File: src/rtl/uart_receiver.sv
// UART receiver: 2-flop synchronized serial input, start/data/two-stop framing,
// and a show-ahead receive buffer with frame-error and overrun pulses.
module uart_receiver #(
  parameter int WIDTH        = 8,
  parameter int DEPTH        = 4,
  parameter int CLKS_PER_BIT = 16
) (
  input  logic                        clk,
  input  logic                        reset,
  input  logic                        RXserial,
  input  logic                        rd,
  output logic [WIDTH-1:0]            data_out,
  output logic                        valid,
  output logic                        full,
  output logic [$clog2(DEPTH):0]      count,
  output logic [DEPTH-1:0][WIDTH-1:0] RXBUF,
  output logic                        frame_err,
  output logic                        overrun,
  output logic                        busy
);

  localparam int CNTW = (CLKS_PER_BIT > 1) ? $clog2(CLKS_PER_BIT) : 1;
  localparam int IDXW = $clog2(WIDTH + 1);
  localparam int CW   = $clog2(DEPTH) + 1;

  localparam logic [CNTW-1:0] HALF_M1 = CNTW'(CLKS_PER_BIT / 2 - 1);
  localparam logic [CNTW-1:0] BIT_M1  = CNTW'(CLKS_PER_BIT - 1);
  localparam logic [IDXW-1:0] LAST_IX = IDXW'(WIDTH - 1);
  localparam logic [CW-1:0]   DEPTH_C = CW'(DEPTH);

  localparam logic [2:0] S_IDLE  = 3'd0;
  localparam logic [2:0] S_START = 3'd1;
  localparam logic [2:0] S_DATA  = 3'd2;
  localparam logic [2:0] S_STOP1 = 3'd3;
  localparam logic [2:0] S_STOP2 = 3'd4;

  logic                        rx_meta_q, rx_s_q, rx_d_q;
  logic [2:0]                  state_q, state_d;
  logic [CNTW-1:0]             cnt_q, cnt_d;
  logic [IDXW-1:0]             idx_q, idx_d;
  logic [WIDTH-1:0]            sh_q, sh_d;
  logic [DEPTH-1:0][WIDTH-1:0] buf_q, buf_d;
  logic [CW-1:0]               count_q, count_d;
  logic                        frame_err_q, frame_err_d;
  logic                        overrun_q, overrun_d;
  logic                        push, pop;

  // Framing state machine; all decisions use the synchronized line.
  always_comb begin
    // NOTE: every variable gets a default first so no path can infer a latch.
    state_d     = state_q;
    cnt_d       = cnt_q;
    idx_d       = idx_q;
    sh_d        = sh_q;
    frame_err_d = 1'b0;
    push        = 1'b0;
    case (state_q)
      S_IDLE: begin
        if (rx_d_q && !rx_s_q) begin
          cnt_d   = '0;
          state_d = S_START;
        end
      end
      S_START: begin
        if (cnt_q == HALF_M1) begin
          cnt_d = '0;
          if (!rx_s_q) begin
            idx_d   = '0;
            state_d = S_DATA;
          end else begin
            state_d = S_IDLE;
          end
        end else begin
          cnt_d = cnt_q + 1'b1;
        end
      end
      S_DATA: begin
        if (cnt_q == BIT_M1) begin
          cnt_d = '0;
          sh_d  = {rx_s_q, sh_q[WIDTH-1:1]};
          idx_d = idx_q + 1'b1;
          if (idx_q == LAST_IX) state_d = S_STOP1;
        end else begin
          cnt_d = cnt_q + 1'b1;
        end
      end
      S_STOP1: begin
        if (cnt_q == BIT_M1) begin
          cnt_d = '0;
          if (rx_s_q) begin
            state_d = S_STOP2;
          end else begin
            frame_err_d = 1'b1;
            state_d     = S_IDLE;
          end
        end else begin
          cnt_d = cnt_q + 1'b1;
        end
      end
      S_STOP2: begin
        if (cnt_q == BIT_M1) begin
          cnt_d   = '0;
          state_d = S_IDLE;
          if (rx_s_q) push = 1'b1;
          else        frame_err_d = 1'b1;
        end else begin
          cnt_d = cnt_q + 1'b1;
        end
      end
      default: state_d = S_IDLE;
    endcase
  end

  // Buffer: pop shifts toward entry 0, push appends at the first free slot.
  always_comb begin
    buf_d     = buf_q;
    count_d   = count_q;
    overrun_d = 1'b0;
    pop       = rd && (count_q != '0);
    if (pop) begin
      for (int i = 0; i < DEPTH - 1; i++) buf_d[i] = buf_q[i+1];
      buf_d[DEPTH-1] = '0;
      count_d        = count_q - 1'b1;
    end
    if (push) begin
      if (pop || (count_q != DEPTH_C)) begin
        for (int i = 0; i < DEPTH; i++) begin
          if (CW'(i) == count_d) buf_d[i] = sh_q;
        end
        count_d = count_d + 1'b1;
      end else begin
        overrun_d = 1'b1;
      end
    end
  end

  // NOTE: sequential state uses non-blocking assignments so all flops update together.
  always_ff @(posedge clk or posedge reset) begin
    if (reset) begin
      rx_meta_q   <= 1'b1;
      rx_s_q      <= 1'b1;
      rx_d_q      <= 1'b1;
      state_q     <= S_IDLE;
      cnt_q       <= '0;
      idx_q       <= '0;
      sh_q        <= '0;
      // NOTE: the buffer is reset because its image is a visible output that must read zero.
      buf_q       <= '0;
      count_q     <= '0;
      frame_err_q <= 1'b0;
      overrun_q   <= 1'b0;
    end else begin
      rx_meta_q   <= RXserial;
      rx_s_q      <= rx_meta_q;
      rx_d_q      <= rx_s_q;
      state_q     <= state_d;
      cnt_q       <= cnt_d;
      idx_q       <= idx_d;
      sh_q        <= sh_d;
      buf_q       <= buf_d;
      count_q     <= count_d;
      frame_err_q <= frame_err_d;
      overrun_q   <= overrun_d;
    end
  end

  assign data_out  = buf_q[0];
  assign RXBUF     = buf_q;
  assign count     = count_q;
  assign valid     = (count_q != '0);
  assign full      = (count_q == DEPTH_C);
  assign frame_err = frame_err_q;
  assign overrun   = overrun_q;
  assign busy      = (state_q != S_IDLE);

endmodule

File: config.mk
export PLATFORM = sky130hd
export DESIGN_NAME = uart_receiver
export DESIGN_NICKNAME = d
export VERILOG_FILES = /design/src/rtl/uart_receiver.sv
export SDC_FILE = /design/constraint.sdc
export NUM_CORES = 1
export LEC_CHECK = 0
export CORE_MARGIN = 2
export CORE_UTILIZATION = 30
export DETAILED_ROUTE_END_ITERATION = 7
export GPL_ROUTABILITY_DRIVEN = 0
export HOLD_SLACK_MARGIN = 0.02
export PLACE_DENSITY = 0.46
export SETUP_SLACK_MARGIN = 0.5
export SLEW_MARGIN = 10
export SYNTH_ARGS = -nofsm -noshare
export SYNTH_HDL_FRONTEND = slang
export SYNTH_SLANG_ARGS = --single-unit
export TNS_END_PERCENT = 100
File: constraint.sdc
create_clock -name clk -period 4.2 [get_ports clk]
set_input_delay 1.26 -clock clk [delete_from_list [all_inputs] [get_ports clk]]
set_output_delay 1.26 -clock clk [all_outputs]
set_load 0.05 [all_outputs]
Yosys cells after proc, flatten, opt, wreduce, memory -nomap -nowiden. Index checks and enable logic that the tools add are counted.

Input bits: 4. Output and inout bits: 48. Logic and storage cells: 88. Register bits: 59.

Multiplexer cells: 35. Equal/unequal tests: 19. Reductions and logical operators: 16. Add/sub/neg operators: 4.

Operators with widths (count): two-way mux 32 bit (3); two-way mux 8 bit (4); two-way mux 3 bit (10); two-way mux 4 bit (6); case mux 3 bit (5 select lines) (1); != test 2 bit, second input constant (7); case mux 4 bit (3 select lines) (1); nonzero test 3 bit (3); adder 4 x 1 -> 4 bit, second input constant (2); equality test 4 x 3 -> 1 bit, second input constant (2); two-way mux 1 bit (8); case mux 4 bit (2 select lines) (1); equality test 2 x 3 -> 1 bit, first input constant (2); equality test 3 x 2 -> 1 bit, second input constant (2); equality test 3 bit, second input constant (2); logical NOT 3 bit (2); AND reduction 6 bit (1); equality test 4 bit, second input constant (1); AND reduction 2 bit (2); AND reduction 4 bit (1); adder 3 x 1 -> 3 bit, second input constant (1); equality test 1 x 3 -> 1 bit, first input constant (1); equality test 3 x 1 -> 1 bit, second input constant (1); != test 3 bit, second input constant (1); other kinds (8) (9).

Depth between registers and ports, before layout.
Depth after elaboration: 7. Depth in mapped cells: 15. Depth with buffers taken out: 12.

Worst setup path before layout. Ideal clock, no wire load.

Path kind: register to register. Start: reg count_q[0] (netlist: count[0]). End: reg buf_q (netlist bit RXBUF[29]). Period minus slack after synthesis: 3.704 ns. Data arrival time: 3.567 ns. Data required time: 4.064 ns. Path buffers: 3. Library setup time: 0.136 ns. Slack: 0.496 ns. Cell stages (with the launch flop): 15. Cells stage by stage: dfrtp_1 > clkbuf_1 > inv_1 > ha_1 > nor2b_4 > clkinv_1 > nand2_1 > clkbuf_1 > or3_1 > o21ai_0 > ha_1 > inv_1 > nor4b_2 > clkbuf_1 > o21ai_0.

RTL lines: start: declaration (line 43) `logic [CW-1:0] count_q, count_d;`; start signal: assignment (line 161) `count_q <= count_d;`; end signal: assignment (line 160) `buf_q <= buf_d;`; end: declaration (line 42) `logic [DEPTH-1:0][WIDTH-1:0] buf_q, buf_d;`.

Worst setup path in the final report.
Start: reg count_q[0] (netlist: count[0]). End: out full.

Longest elaborated chain between the ends: 1.

RTL lines: equality test 3 bit (line 171) `assign full = (count_q == DEPTH_C);`; end: declaration (line 14) `output logic full,`.

Every way passes these cells.

==> results_dict.tcl <==
set metrics [dict create \
    status "finished, final reports clean" \
    die_area_um2 10900 \
    clkTransAtPathRegs_ns 0.07 \
    rows 36 \
    holdWs_ns 0.358 \
    tightestPinTransition_ns 0.601 \
    path_delay_family "buffers and inverters" \
    core-area_um2 9770 \
    p_leak_nw 1.71 \
    synth_edf_count 0 \
    synth_fa_ha_area_share_pct 2.06 \
    track_usage_pct 12.3 \
    crit_slowest_cell "clkdlybuf4s50_1" \
    area_growth_pct 27.2 \
    cts_tree "done" \
    placed_cells 429 \
    ys_async_sr_fraction_pct 100 \
    ys.flop_type "dfrtp_1" \
    cts_htree_levels 3 \
    hold_path.class "register to register" \
    final_cells 445 \
    die_x_um 105 \
    cellPowerDensity_nw_per_um2 430 \
    cts_hold_buf 0 \
    clkLatencyLatePin_ns 0.34 \
    vdd_ir_drop_max_v 0.000236 \
    met3_usage_pct 4.20 \
    antennaDiodeCount 0 \
    layout.nets 316 \
    grt_pass1_wl_um 10500 \
    synthMuxAreaShare_pct 21.5 \
    viasPerCell 4.70 \
    synth_cell_type_count 48 \
    fin_tns_setup_ns 0 \
    grt_max_degree 48 \
    dp.final_hpwl_um 4340 \
    ant_nets 0 \
    start_kind "register" \
    worstSetupPathType "register to output port" \
    antenna_found_initial 0 \
    grtUsageMet2_pct 19.6 \
    cts-root-buf "clkbuf_8" \
    maxCapViolCount 0 \
    drt_iter0_markers 59 \
    yosysSeqAreaShare_pct 48.8 \
    synthXorXnorAreaFrac_pct 1.16 \
    synth_warnings 0 \
    synth-seq-cells 59 \
    arrival_ns 2.28 \
    netlist_area_um2 3030 \
    wl_per_cell_um 14.4 \
    synth_area_per_cell_um2 11.7 \
    cp_num_buf_inv 2 \
    max_stage_delay_ns 0.79 \
    critPathCaptureType "output port" \
    syn_nets 269 \
    finalSetupViolCount 0 \
    start_util_pct 31.0 \
    crit_chain "inv_1, ha_1, and2_2, clkdlybuf4s50_1" \
    cts_sinks 59 \
    finalClockSkew_ns 0.0120 \
    top_usage_layer "met2" \
    synthSimpleGateAreaFrac_pct 11.7 \
    cp.required_ns 2.94 \
    grt_pass1_vias 2062 \
    period_share_pct 84.4 \
    place.port_buffers 51 \
    overflow 0 \
    dr.pass1.iters 4 \
    ios 52 \
    synth_top_family_by_area "multiplexers" \
    drc 0 \
    grt_use_met1_pct 15.9 \
    fin_crit_ns 3.54 \
    numCtsBuffers 9 \
    syn_inst 260 \
    drive_above_1_share_pct 28.2 \
    slew_headroom_pct 59.9 \
    hold_viol 0 \
    rsz0062_at_grt "false" \
    via_count 2092 \
    max-clock-path-buffers 2 \
    critPathMaxFanout 8 \
    max_freq_ghz 0.282 \
    die_h_um 105 \
    synth_compound_area_share_pct 9.83 \
    routed_wl_um 6400 \
    slew_violations 0 \
]
-- placed cells by master, fill, tap and decap left out, drive strengths merged, types with 3 or more instances in the layout --
cell type,instances
a211oi,4
clkinv,3
dfrtp,56
nand3,5
inv,8
nor3,3
nand2,29
nor2b,3
buf,4
nor2,5
ha,5
mux2,56
clkbuf,11
clkdlybuf4s50,50
o21ai,24
a21oi,5
dfstp,3
-- final timing paths --
check | startpoint | endpoint | slack [ns] | cells after the start
worst max-delay path | count[0]$_DFF_PP0_ | full | 0.66 | 4
worst min-delay path | rx_meta_q$_DFF_PP1_ | rx_s_q$_DFF_PP1_ | 0.36 | 0
worst max register to register | count[0]$_DFF_PP0_ | RXBUF[15]$_DFF_PP0_ | 1.53 | 8
worst min register to register | rx_meta_q$_DFF_PP1_ | rx_s_q$_DFF_PP1_ | 0.36 | 0
max in group asynchronous | reset | count[0]$_DFF_PP0_ | 2.46 | 3
min in group asynchronous | reset | state_q[2]$_DFFE_PP0P_ | 1.19 | 2
-- routing by layer --
layer / vias up / wire, µm
li1: 1020 / -
met1: 1020 / 3120
met2: 45 / 2880
met3: 7 / 298
met4: 0 / 93
met5: - / 0
-- metrics by stage --
| step | worst slack (ns) | total power, W | cell area, µm² | util [%] |
|---|---|---|---|---|
| 6_report | 0.657 | 0.00166 | 3850 | 39.4 |
| 5_1_grt | 0.585 | 0.00174 | 3850 | 39.4 |
| 4_1_cts | 0.658 | 0.00168 | 3850 | 39.4 |
| 3_5_place_dp | 0.787 | 0.00110 | 3640 | 37.2 |
| 3_3_place_gp | 0.794 | 0.00110 | 3640 | 37.2 |
| 2_1_floorplan | 0.619 | 0.000988 | 3030 | - |
-- worst register-to-register path: cells and delay by family, from the launching register on --
family | cells | cell delay [ns]
buffers and inverters | 3 | 0.77
muxes | 2 | 0.67
DFF | 1 | 0.47
adders and majority gates | 1 | 0.29
and+or+nand+nor | 2 | 0.35
-- kinds of logic (layout without fill, tap and decap cells) --
kind of cell / count (synthesis) / after routing
compound gates: 41 / 41
mux: 58 / 58
fa+ha+maj: 5 / 5
flops: 59 / 59
simple gates: 65 / 65
buf+inv: 28 / 80
xor+xnor: 4 / 4
-- where the power goes --
| group | internal, W | switching (W) |
|---|---|---|
| clock | 0.000348 | 0.000223 |
| combinational | 0.000154 | 0.000278 |
| sequential | 0.000600 | 0.0000522 |
-- cell usage after synthesis (4+ instances only) --
| library cell | number | share of area [%] |
|---|---|---|
| o21ai_0 | 20 | 3.3 |
| a211oi_1 | 4 | 0.99 |
| nand2_1 | 29 | 3.6 |
| inv_1 | 8 | 0.99 |
| dfrtp_1 | 56 | 46 |
| a21oi_1 | 5 | 0.83 |
| ha_1 | 5 | 2.1 |
| nor2_1 | 5 | 0.62 |
| buf_2 | 5 | 0.83 |
| mux2_2 | 54 | 20 |
| nand3_1 | 5 | 0.83 |
| buf_4 | 8 | 2.0 |
| clkbuf_1 | 5 | 0.62 |
-- what timing repair did --
item                                    CTS  global route
setup buffers                             0             0
resized for setup                         1             0
endpoints found under the setup margin    1             0
-- state kept, by name (all words and copies together), names as in the netlist --
name	cells
RXBUF	24
cnt_q	4
count	3
data_out	8
frame_err	1
idx_q	4
overrun	1
rx_d_q	1
rx_meta_q	1
rx_s_q	1
sh_q	8
state_q	3
-- final cells by class --
cell class / count / area [µm²]
Clock buffer: 11 / 141
Clock inverter: 5 / 77.6
Sequential cell: 59 / 1480
Fill cell: 978 / 5920
Multi-Input combinational cell: 173 / 1400
Tap cell: 133 / 166
Timing Repair Buffer: 55 / 552
Inverter: 9 / 33.8
No activity file was read; power rests on OpenSTA's default activity.
